## config.mk

```make
export PLATFORM = sky130hd
export DESIGN_NAME = hazard_stall_ctrl
export DESIGN_NICKNAME = d
export VERILOG_FILES = /design/src/rtl/hazard_stall_ctrl_pkg.sv /design/src/rtl/hazard_stall_ctrl_md_busy_cnt.sv /design/src/rtl/hazard_stall_ctrl.sv
export SDC_FILE = /design/constraint.sdc
export NUM_CORES = 1
export LEC_CHECK = 0
export CAP_MARGIN = 20
export CORE_MARGIN = 1.5
export CORE_UTILIZATION = 35
export CTS_CLUSTER_SIZE = 40
export DETAILED_ROUTE_END_ITERATION = 16
export PLACE_DENSITY_LB_ADDON = 0.08
export SLEW_MARGIN = 20
export SYNTH_ARGS = -nofsm -noshare
export SYNTH_HDL_FRONTEND = slang
export SYNTH_SLANG_ARGS = --single-unit
```

## constraint.sdc

```tcl
create_clock -name clk -period 4.05 [get_ports clk]
set_clock_uncertainty 0.15 [all_clocks]
set_input_delay 1.215 -clock clk [delete_from_list [all_inputs] [get_ports clk]]
set_output_delay 1.215 -clock clk [all_outputs]
set_load 0.03 [all_outputs]
```

## src/rtl/hazard_stall_ctrl_pkg.sv

```systemverilog
// Shared CPU constants for the hazard/stall controller.
// Provides Tuse/Tnew stage encodings, multiply/divide latencies, the
// producer record type and the helpers used by the hazard compare.
package hazard_stall_ctrl_pkg;

  localparam int REG_ADDR_W = 5;
  localparam int STAGE_W    = 2;

  // Tuse: the stage in which the D instruction consumes an operand.
  localparam logic [STAGE_W-1:0] TUSE_D = 2'd0;
  localparam logic [STAGE_W-1:0] TUSE_E = 2'd1;
  localparam logic [STAGE_W-1:0] TUSE_M = 2'd2;

  // Tnew: cycles, counted from E, until a producer's result exists.
  localparam logic [STAGE_W-1:0] TNEW_NONE = 2'd0;
  localparam logic [STAGE_W-1:0] TNEW_ONE  = 2'd1;
  localparam logic [STAGE_W-1:0] TNEW_TWO  = 2'd2;

  // Multiply/divide unit occupancy in cycles.
  localparam int MD_MULT_CYCLES = 5;
  localparam int MD_DIV_CYCLES  = 10;
  localparam int MD_CNT_W       = 4;

  typedef enum logic {
    MD_MULT = 1'b0,
    MD_DIV  = 1'b1
  } md_op_e;

  // One in-flight producer: does it write, where, and when is the value ready.
  typedef struct packed {
    logic                  reg_write;
    logic [REG_ADDR_W-1:0] a3;
    logic [STAGE_W-1:0]    tnew;
  } prod_rec_t;

  // Tnew one stage later; zero stays zero.
  function automatic logic [STAGE_W-1:0] tnew_dec(input logic [STAGE_W-1:0] tnew);
    return (tnew == TNEW_NONE) ? TNEW_NONE : tnew - 1'b1;
  endfunction

  // True when this record will not have produced src by the time it is needed.
  // $0 is never a real dependency, and non-writing records never block.
  function automatic logic rec_blocks(input prod_rec_t             rec,
                                      input logic [REG_ADDR_W-1:0] src,
                                      input logic [STAGE_W-1:0]    tuse);
    return rec.reg_write && (rec.a3 != '0) && (src != '0) &&
           (src == rec.a3) && (rec.tnew > tuse);
  endfunction

endpackage

```

## src/rtl/hazard_stall_ctrl_md_busy_cnt.sv

```systemverilog
// md_busy_cnt: multiply/divide occupancy counter.
// Present only when HAZARD_MD_STALL_EN is defined. Loads the op latency on
// the edge after start, then counts down to zero and holds there.
`ifdef HAZARD_MD_STALL_EN
module md_busy_cnt
  import hazard_stall_ctrl_pkg::*;
(
  input  logic                clk,
  input  logic                reset,
  input  logic                start,
  input  md_op_e              op,
  output logic [MD_CNT_W-1:0] count,
  output logic                busy
);

  localparam logic [MD_CNT_W-1:0] MULT_LOAD = MD_CNT_W'(MD_MULT_CYCLES);
  localparam logic [MD_CNT_W-1:0] DIV_LOAD  = MD_CNT_W'(MD_DIV_CYCLES);

  // Reload on start (a start while busy simply restarts), else count down to 0.
  always_ff @(posedge clk) begin
    if (!reset) begin
      count <= '0;
    end else if (start) begin
      count <= (op == MD_DIV) ? DIV_LOAD : MULT_LOAD;
    end else if (count != '0) begin
      count <= count - 1'b1;
    end
  end

  assign busy = (count != '0);

endmodule
`endif

```

## src/rtl/hazard_stall_ctrl.sv

```systemverilog
// hazard_stall_ctrl: Tuse/Tnew hazard detection and stall generation.
// Tracks E and M producer records, compares them against the D stage
// sources and raises a zero-latency stall. Stalls drop a bubble into E.
// Optional feature macro: HAZARD_MD_STALL_EN enables the multiply/divide
// busy tracking (md_busy_cnt) and the HI/LO use stall.
module hazard_stall_ctrl
  import hazard_stall_ctrl_pkg::*;
(
  input  logic                  clk,
  input  logic                  reset,
  input  logic [REG_ADDR_W-1:0] D_rs,
  input  logic [REG_ADDR_W-1:0] D_rt,
  input  logic [STAGE_W-1:0]    D_Tuse_rs,
  input  logic [STAGE_W-1:0]    D_Tuse_rt,
  input  logic                  D_RegWrite,
  input  logic [REG_ADDR_W-1:0] D_RegA3,
  input  logic [STAGE_W-1:0]    D_Tnew,
  input  logic                  D_mdStart,
  input  logic                  D_mdOp,
  input  logic                  D_useMD,
  output logic                  stall,
  output logic                  E_RegWrite,
  output logic [REG_ADDR_W-1:0] E_RegA3,
  output logic                  M_RegWrite,
  output logic [REG_ADDR_W-1:0] M_RegA3,
  output logic                  md_busy
);

  prod_rec_t d_rec;
  prod_rec_t e_rec;
  prod_rec_t m_rec;
  logic      rs_conflict;
  logic      rt_conflict;
  logic      md_conflict;

  assign d_rec = '{reg_write: D_RegWrite, a3: D_RegA3, tnew: D_Tnew};

  // Register-operand conflicts against both in-flight producers.
  always_comb begin
    rs_conflict = rec_blocks(e_rec, D_rs, D_Tuse_rs) |
                  rec_blocks(m_rec, D_rs, D_Tuse_rs);
    rt_conflict = rec_blocks(e_rec, D_rt, D_Tuse_rt) |
                  rec_blocks(m_rec, D_rt, D_Tuse_rt);
  end

  assign stall = rs_conflict | rt_conflict | md_conflict;

  // Producer pipeline: D->E (bubble on stall), E->M with Tnew aged by one.
  always_ff @(posedge clk) begin
    if (!reset) begin
      e_rec <= '0;
      m_rec <= '0;
    end else begin
      e_rec <= stall ? prod_rec_t'('0) : d_rec;
      m_rec <= '{reg_write: e_rec.reg_write, a3: e_rec.a3,
                 tnew: tnew_dec(e_rec.tnew)};
    end
  end

  assign E_RegWrite = e_rec.reg_write;
  assign E_RegA3    = e_rec.a3;
  assign M_RegWrite = m_rec.reg_write;
  assign M_RegA3    = m_rec.a3;

`ifdef HAZARD_MD_STALL_EN
  logic                e_md_start;
  md_op_e              e_md_op;
  logic [MD_CNT_W-1:0] md_count;

  // Mult/div issue travels into E with its op; a bubble cancels it.
  always_ff @(posedge clk) begin
    if (!reset) begin
      e_md_start <= 1'b0;
      e_md_op    <= MD_MULT;
    end else if (stall) begin
      e_md_start <= 1'b0;
      e_md_op    <= MD_MULT;
    end else begin
      e_md_start <= D_mdStart;
      e_md_op    <= md_op_e'(D_mdOp);
    end
  end

  md_busy_cnt u_md_busy_cnt (
    .clk   (clk),
    .reset (reset),
    .start (e_md_start),
    .op    (e_md_op),
    .count (md_count),
    .busy  (md_busy)
  );

  // HI/LO users wait while an op is issuing from E or still counting.
  assign md_conflict = D_useMD & (e_md_start | (md_count != '0));
`else
  logic unused_md_inputs;

  assign unused_md_inputs = D_mdStart ^ D_mdOp ^ D_useMD;
  assign md_conflict      = 1'b0;
  assign md_busy          = 1'b0;
`endif

endmodule
```

==> flow_summary.yaml, run 1 <==
clock_network:
  clk_latency_ns: 0.27
  clk_pin_slew_ns: 0.08
  cts_sinks: 16
  clock_path_buffers: 2
  cts_buffers: 3
  htree_levels: 1
  cts_tree: "yes"
  ctsRootBufferMaster: "clkbuf_4"
  holdBufCountCts: 0
detailed_routing:
  drt_wl_total_um: 2537
  num_vias: 887
  viasPerCell: 4.983
  wl_per_cell_um: 14.25
  dr.pass1.iters: 4
  antenna_left: 0
  drc: 0
  drt_iter0_markers: 11
floorplan:
  die_w_um: 56.85
  rows: 19
  die-area_um2: 3231
  ios: 41
  core_area_um2: 2758
  start_util: 0.3680
  die_y_um: 56.85
worst_setup_path:
  critPathKind: "input pin to output pin"
  path_max_fanout: 2
  timing.rr.end: "E_RegA3[2]"
  endpoint_kind: "output pin"
  crit_start: "D_Tuse_rt[0]"
  r2r-start: "M_RegA3[1]"
  crit_chain: "dlygate4sd2_1 > ha_1 > nand2_1 > nand4_1 > nor4_4 > nor4_4 > inv_1 > buf_6"
  rr_worst_depth: 6
  path_common_cell: "nor4_4"
  crit_end: "stall"
  worstSetupStartpointType: "input pin"
  cpMaxStageDelayCell: "nor4_4"
  reg2reg_setup_slack_ns: 1.81
  cp.depth: 8
  path_delay_family: "simple AND/OR/NAND/NOR gates"
  cp.required_ns: 2.68
  timing.critical_path.buf_inv: 3
  max_stage_delay_ns: 0.34
  worstPathArrival_ns: 2.62
cells_and_area:
  n_antenna_cell: 0
  fillers: 255
  area_growth_pct: 54.38
  finalNetCount: 185
  drive_gt1_frac: 0.3061
placed_design:
  gp_congestion: 0.8391
  portBuffers: 36
  place_hpwl_um: 1943
synth:
  yosysUniqueCellTypes: 22
  synthTopCellsByCount: "20 x xnor2_1, 16 x dfxtp_1, 11 x buf_4"
  syn_area_um2: 1015
  ys_ff_latch: 16
  avgSynthCellArea_um2: 9.225
  syn_inst: 110
  ys_dominant_reg_cell: "dfxtp_1"
  syn-num-nets: 146
  synthArstFlopShare: 0
  synth_edf_count: 0
  synth_top_area_share: 0.3157
  yosysSeqAreaShare: 0.3157
  synth_area_leaders: "dfxtp_1 32%, xnor2_1 17%, ha_1 11%, buf_4 8.1%, and3_1 4.9%"
  synthMostInstantiatedCell: "xnor2_1"
  ys.warnings.count: 0
  yosysTopAreaCell: "dfxtp_1"
global_route:
  grt-ovfl-total: 0
  grt_pass1_wl_um: 4077
  grt_max_degree: 16
  antenna_found_initial: 0
  grt_usage: 0.1653
  first_global_vias: 900
power:
  peakVddDrop_mv: 0.1794
  p_per_area_nw_per_um2: 239.7
  total_power_mw: 0.3756
  leakage_nw: 0.6143
sta:
  drv_slew: 0
  fmax_ghz: 0.2509
  fin_crit_ns: 3.986
  hold_viol_final: 0
  fin_crit_sh: 0.9843
  whs_ns: 0.2729
  rsz0062_at_grt: "true"
  finalSetupViolations: 0
worst_hold_path:
  hold_depth: 1
  hp-class: "flop to flop"
  hp-start: "e_rec[0]"
run_status:
  status: "complete, no violations"
flow_run:
  maxCapViolations: 0
timing repair:
action / CTS / global route
endpoints found under the setup margin: 1 / 1
setup buffers: 0 / 0
resized for setup: 58 / 12
endpoints found under the hold margin: 0 / 0
pin swaps: 18 / 15
registers in the layout (all words and copies together), names as in the netlist:
| register | flops |
|---|---|
| E_RegWrite | 1 |
| M_RegA3 | 5 |
| E_RegA3 | 5 |
| e_rec | 2 |
| m_rec | 2 |
| M_RegWrite | 1 |
cells by family after synthesis:
logic type      count (synthesis)  share of synthesized area
compound gates                  6                    0.04562
xor+xnor                       20                     0.1726
fa+ha+maj                       9                     0.1110
buf+inv                        18                     0.1073
flops                          16                     0.3157
other cells                     1                   0.003696
simple gates                   40                     0.2441
cell usage in the layout, fill, tap and decap left out, drive strengths merged, types with 4 or more instances in the layout:
| master | Yosys | routed |
|---|---|---|
| nand2 | 4 | 4 |
| ha | 9 | 9 |
| xnor2 | 20 | 20 |
| and2 | 6 | 6 |
| buf | 11 | 16 |
| clkbuf | 1 | 7 |
| and3 | 8 | 8 |
| inv | 6 | 6 |
| dfxtp | 16 | 16 |
| or4 | 4 | 4 |
| nor2b | 4 | 4 |
| nor4 | 5 | 5 |
| clkdlybuf4s50 | 0 | 21 |
| nor2 | 4 | 4 |
| dlygate4sd2 | 0 | 4 |
final cells by class:
class | instances | area [um^2] | area share
clock buffers | 3 | 22.52 | 0.01438
inverters | 6 | 22.52 | 0.01438
multi-input cells | 76 | 759.5 | 0.4848
flip-flops and latches | 16 | 320.3 | 0.2045
well taps | 31 | 38.79 | 0.02476
repair buffers | 46 | 402.9 | 0.2572
per-layer routing:
layer / up-vias / GRT usage / wire length [um]
li1: 440 / - / -
met2: 25 / 0.2774 / 1288
met3: 2 / 0.02304 / 161
met5: - / 0 / 0
met4: 0 / 0.07973 / 23
met1: 420 / 0.2065 / 1063
power breakdown:
part	switching, mW	leakage (nW)	total [mW]	internal, mW
Clock	0.0435	0.0138	0.0779	0.0344
Combinational	0.0551	0.468	0.121	0.0656
Sequential	0.0116	0.132	0.177	0.165
metrics by stage:
stage | setup WS, ns | std cells | setup TNS (ns) | utilization | instance area, um^2
floorplan | 0.1627 | 110 | 0 | - | 1015
global placement | -0.3461 | 176 | -0.3461 | 0.5104 | 1408
detailed placement | -0.3694 | 176 | -0.3694 | 0.5104 | 1408
CTS | 0.00002376 | 179 | 0 | 0.5576 | 1538
global route | -0.008598 | 178 | -0.008598 | 0.5681 | 1567
finish | 0.06364 | 178 | 0 | 0.5681 | 1567
worst min path at each step:
| stage | end | slack, ns |
|---|---|---|
| 6_report | m_rec[0] | 0.27 |
| 5_1_grt | m_rec[0] | 0.28 |
| 4_1_cts | m_rec[0] | 0.27 |
| 3_5_place_dp | m_rec[0] | 0.26 |
| 3_3_place_gp | m_rec[0] | 0.25 |
| 2_1_floorplan | m_rec[0] | 0.24 |
Note: power is estimated with default switching activity, not from simulation.
==> inputs of run 2 (changes only) <==
Settings changed: ABC_AREA set to 1.
==> flow_summary.yaml, run 2 <==
power:
  leakage_nw: 0.8558
  p_per_area_nw_per_um2: 230.1
  total_power_mw: 0.3688
  peakVddDrop_mv: 0.1330
cells_and_area:
  area_growth_pct: 34.42
  utilization: 0.4841
  final_common_cell: "nand2_1"
  multiInputGateArea_um2: 665.6
  final_cell_mix: "67 x nand2_1, 41 x inv_1, 31 x clkdlybuf4s50_1, 30 x nor2_1, 16 x dfxtp_1"
  fillers: 354
  regArea_um2: 320.3
  drive_gt1_frac: 0.06550
  finalNetCount: 267
  n_antenna_cell: 0
  design_area_um2: 1603
synth:
  synth_top_family_by_area: "simple AND/OR/NAND/NOR gates"
  synthArstFlopShare: 0
  synth_top_area_share: 0.2686
  ys_dominant_reg_cell: "dfxtp_1"
  synthTopCellsByCount: "67 x nand2_1, 43 x inv_1, 31 x nor2_1"
  synth_compound_area_frac: 0.006296
  synth_fa_ha_area_frac: 0.09444
  synthMostInstantiatedCell: "nand2_1"
  yosysSeqAreaShare: 0.2686
  ys.warnings.count: 0
  syn_inst: 200
  synth_simple_gate_area_share: 0.3746
  syn_area_um2: 1192
  syn-num-nets: 236
  yosysUniqueCellTypes: 15
  yosysTopAreaCell: "dfxtp_1"
  synth_edf_count: 0
  synth_area_leaders: "dfxtp_1 27%, nand2_1 21%, inv_1 14%, nor2_1 9.8%, ha_1 9.4%"
  ys_ff_latch: 16
  synthMuxAreaShare: 0
  synth_xor_area_frac: 0.04407
  avgSynthCellArea_um2: 5.962
detailed_routing:
  wl_per_cell_um: 9.945
  drt_wl_total_um: 2735
  drc: 0
  antenna_left: 0
  dr.pass1.iters: 4
  drt_iter0_markers: 37
  num_vias: 1161
  viasPerCell: 4.222
floorplan:
  core_area_um2: 3311
  die-area_um2: 3766
  die_y_um: 61.37
  ios: 41
  die_w_um: 61.37
  rows: 21
  start_util: 0.3602
clock_network:
  ctsRootBufferMaster: "clkbuf_4"
  cts_sinks: 16
  cts_buffers: 3
  htree_levels: 1
  clk_pin_slew_ns: 0.08
  clk_latency_ns: 0.27
  holdBufCountCts: 0
  clock_path_buffers: 2
  cts_tree: "yes"
placed_design:
  place_hpwl_um: 2326
  portBuffers: 36
  gp_congestion: 0.8562
  place_area_um2: 1535
  dpl_worst_slack_ns: -0.1876
sta:
  fmax_ghz: 0.2537
  setup_ws_ns: 0.1084
  fin_crit_sh: 0.9732
  rsz0062_at_grt: "false"
  final.setup.tns_ns: 0
  fin_crit_ns: 3.942
  finalSetupViolations: 0
  drv_slew: 0
  hold_viol_final: 0
worst_setup_path:
  worstPathArrival_ns: 2.58
  crit_start: "D_rs[2]"
  cp.required_ns: 2.68
  r2r-start: "m_rec[1]"
  path_max_fanout: 4
  endpoint_kind: "output pin"
  reg2reg_setup_slack_ns: 2.22
  worstSetupStartpointType: "input pin"
  critPathKind: "input pin to output pin"
global_route:
  grt_usage: 0.1552
  first_global_vias: 1075
  grt_max_degree: 9
  grt_pass1_wl_um: 4353
  antenna_found_initial: 0
  grt-ovfl-total: 0
flow_run:
  maxCapViolations: 0
run_status:
  status: "complete, no violations"
worst_hold_path:
  hp-class: "flop to flop"
  hp-start: "e_rec[0]"
-- run 2: cell types whose count changed after synthesis, sizes merged, moves of 6 or more --
cell	previous run	this run
and2	6	0
xor2	0	6
xnor2	20	0
and3	8	0
nand3	2	9
nor2	4	32
inv	6	43
nand2	4	67
-- run 2: final timing paths --
| path | end | cells past startpoint |
|---|---|---|
| setup / recovery | stall | 10 |
| hold / removal | m_rec[0] | 1 |
| setup reg to reg | E_RegA3[3] | 11 |
| hold reg to reg | m_rec[0] | 1 |
-- run 2: logic make-up (layout without fill, tap and decap cells) --
| logic type | after synthesis | count (layout) |
|---|---|---|
| AOI/OAI and AO/OA | 1 | 1 |
| xor gates and xnor gates | 6 | 6 |
| adders and majority gates | 9 | 9 |
| buffers and inverters | 55 | 84 |
| DFF | 16 | 16 |
| other | 1 | 1 |
| and+or+nand+nor | 112 | 112 |
-- run 2: report_power, final --
| group | internal (mW) | switching (mW) | total (mW) | leakage, nW |
|---|---|---|---|---|
| registers | 0.165 | 0.0108 | 0.176 | 0.132 |
| logic | 0.0548 | 0.0597 | 0.114 | 0.710 |
| clock network | 0.0344 | 0.0438 | 0.0782 | 0.0138 |
-- run 2: metrics by stage --
step / instances / hold slack (ns)
after floorplan: 200 / 0.2483
after global placement: 272 / 0.2605
after detailed placement: 272 / 0.2682
after CTS: 275 / 0.2809
after global routing: 275 / 0.3025
final: 275 / 0.2790
-- run 2: final cells by class --
type | instances | area share
Multi-Input combinational cell | 129 | 0.4153
Inverter | 43 | 0.1007
Timing Repair Buffer | 38 | 0.2342
Tap cell | 46 | 0.03591
Sequential cell | 16 | 0.1998
Clock buffer | 3 | 0.01405
-- run 2: layer usage --
layer	track usage	up-vias	routed length, um
li1	-	634	-
met1	0.2010	490	1225
met2	0.2629	33	1309
met3	0.01471	4	166
met4	0.06687	0	34
met5	0	-	0
-- run 2: timing repair --
action                     4_1_cts  5_1_grt
gates cloned                     0        0
setup buffers                    0        0
gates resized for setup          9        3
pin swaps                       14        2
setup endpoints to repair        1        1
-- run 2: critical path: stages --
cell	delay [ns]
clkdlybuf4s50_1	0.48
nor2_1	0.14
nand2_1	0.05
nor2_1	0.11
nor2_1	0.05
nand2_1	0.07
nor2_1	0.05
nor2_1	0.16
nand2_1	0.10
buf_6	0.14
==> inputs of run 3 (changes only) <==
Settings changed: CELL_PAD_IN_SITES_DETAIL_PLACEMENT set to 0, CELL_PAD_IN_SITES_GLOBAL_PLACEMENT set to 2, CORE_UTILIZATION 35 to 22.
==> flow_summary.yaml, run 3 (same netlist as run 2, synthesis figures left out) <==
global_route:
  antenna_found_initial: 0
  grt_usage: 0.1089
  grt_pass1_wl_um: 5037
  grt-ovfl-total: 0
  first_global_vias: 1107
  grt_max_degree: 9
power:
  power_frac_seq: 0.438
  p_per_area_nw_per_um2: 234.8
  power_frac_clock: 0.272
  intPower_mw: 0.2870
  leakage_nw: 0.9127
  peakVddDrop_mv: 0.1402
  comb_power_share: 0.290
  p_switching_mw: 0.1169
  swShare: 0.2895
  total_power_mw: 0.4040
floorplan:
  core_area_um2: 5172
  rows: 26
  die-area_um2: 5871
  ios: 41
  die_y_um: 76.62
  start_util: 0.2305
  die_w_um: 76.62
clock_network:
  clock_path_buffers: 2
  ctsRootBufferMaster: "clkbuf_8"
  cts_buffers: 3
  htree_levels: 1
  clk_pin_slew_ns: 0.05
  cts_tree: "yes"
  holdBufCountCts: 0
  clk_latency_ns: 0.24
  cts_sinks: 16
sta:
  hold_viol_final: 0
  rsz0062_at_grt: "false"
  drv_slew: 0
  setup_ws_ns: 0.1497
  finalSetupViolations: 0
  fin_crit_sh: 0.9630
  fin_crit_ns: 3.900
  fmax_ghz: 0.2564
cells_and_area:
  area_growth_pct: 44.28
  utilization: 0.3326
  final_cell_mix: "67 x nand2_1, 41 x inv_1, 29 x clkdlybuf4s50_1, 25 x nor2_1, 16 x dfxtp_1"
  final_common_cell: "nand2_1"
  finalNetCount: 272
  n_antenna_cell: 0
  design_area_um2: 1720
  final_cells: 304
  drive_gt1_frac: 0.1068
placed_design:
  dpl_worst_slack_ns: -0.1085
  place_hpwl_um: 2644
  dp_cells: 296
  portBuffers: 36
  place_area_um2: 1565
  gp_congestion: 0.7324
run_status:
  status: "complete, no violations"
worst_setup_path:
  path_max_fanout: 2
  max_stage_delay_ns: 0.26
  path_common_cell: "nand2_1"
  timing.critical_path.buf_inv: 4
  cp.required_ns: 2.68
  crit_chain: "dlygate4sd2_1 > inv_2 > ha_4 > inv_1 > o21bai_1 > nand2_1 > nor2_1 > nand2_1 > nor2_1 > nor2_2 > nand2_1 > buf_6"
  path_delay_family: "simple AND/OR/NAND/NOR gates"
  cpMaxStageDelayCell: "ha_4"
  worstSetupStartpointType: "input pin"
  critPathKind: "input pin to output pin"
  endpoint_kind: "output pin"
  r2r-start: "e_rec[1]"
  crit_start: "D_Tuse_rs[1]"
  worstPathArrival_ns: 2.54
detailed_routing:
  antenna_left: 0
  wl_per_cell_um: 10.37
  num_vias: 1172
  drc: 0
  viasPerCell: 3.855
  dr.pass1.iters: 5
  drt_iter0_markers: 46
  drt_wl_total_um: 3152
worst_hold_path:
  hp-class: "flop to flop"
  hp-start: "e_rec[0]"
flow_run:
  maxCapViolations: 0
==> run 3: cell count changes in the layout (fill, tap and decap cells not counted), sizes merged <==
cell,delta
buf,+5
clkdlybuf4s50,-2
dlygate4sd2,-1
dlymetal6s2s,+3
==> run 3: routing by layer <==
metal	global-route usage	wire, um	up-vias
met5	0	0	-
met4	0.03889	24	0
met3	0.01437	191	2
met2	0.1839	1468	35
met1	0.1412	1468	496
li1	-	-	639
==> run 3: path summary, 6_finish.rpt <==
kind                            endpoint  slack [ns]  depth (start not counted)
worst min register to register  m_rec[0]        0.27                          1
worst min-delay path            m_rec[0]        0.27                          1
worst max register to register  e_rec[0]        1.89                         13
worst max-delay path               stall        0.15                         12
==> run 3: final cells by class <==
class                   instances  area, um^2
flip-flops and latches         16       320.3
inverters                      43       161.4
multi-input cells             129       688.2
well taps                      70       87.58
repair buffers                 43       421.7
clock buffers                   3       41.29
fillers                       566        3452
==> run 3: through the flow <==
stage               TNS, ns  hold WS [ns]
global placement    -0.1041        0.2620
floorplan                 0        0.2483
finish                    0        0.2736
CTS                       0        0.2772
global route              0        0.3078
detailed placement  -0.1085        0.2691
==> run 3: power groups by stage <==
| stage | Combinational, mW | Clock, mW | Sequential (mW) |
|---|---|---|---|
| 6_report | 0.117 | 0.110 | 0.177 |
| 3_5_place_dp | 0.115 | 0 | 0.179 |
| 3_3_place_gp | 0.113 | 0 | 0.179 |
| 2_1_floorplan | 0.0707 | 0 | 0.177 |
| 4_1_cts | 0.118 | 0.115 | 0.177 |
| 5_1_grt | 0.131 | 0.122 | 0.179 |
==> run 3: what timing repair did <==
action	4_1_cts	5_1_grt
pin swaps	15	7
setup buffers	5	0
endpoints found under the hold margin	0	0
endpoints found under the setup margin	1	1
resized for setup	9	10
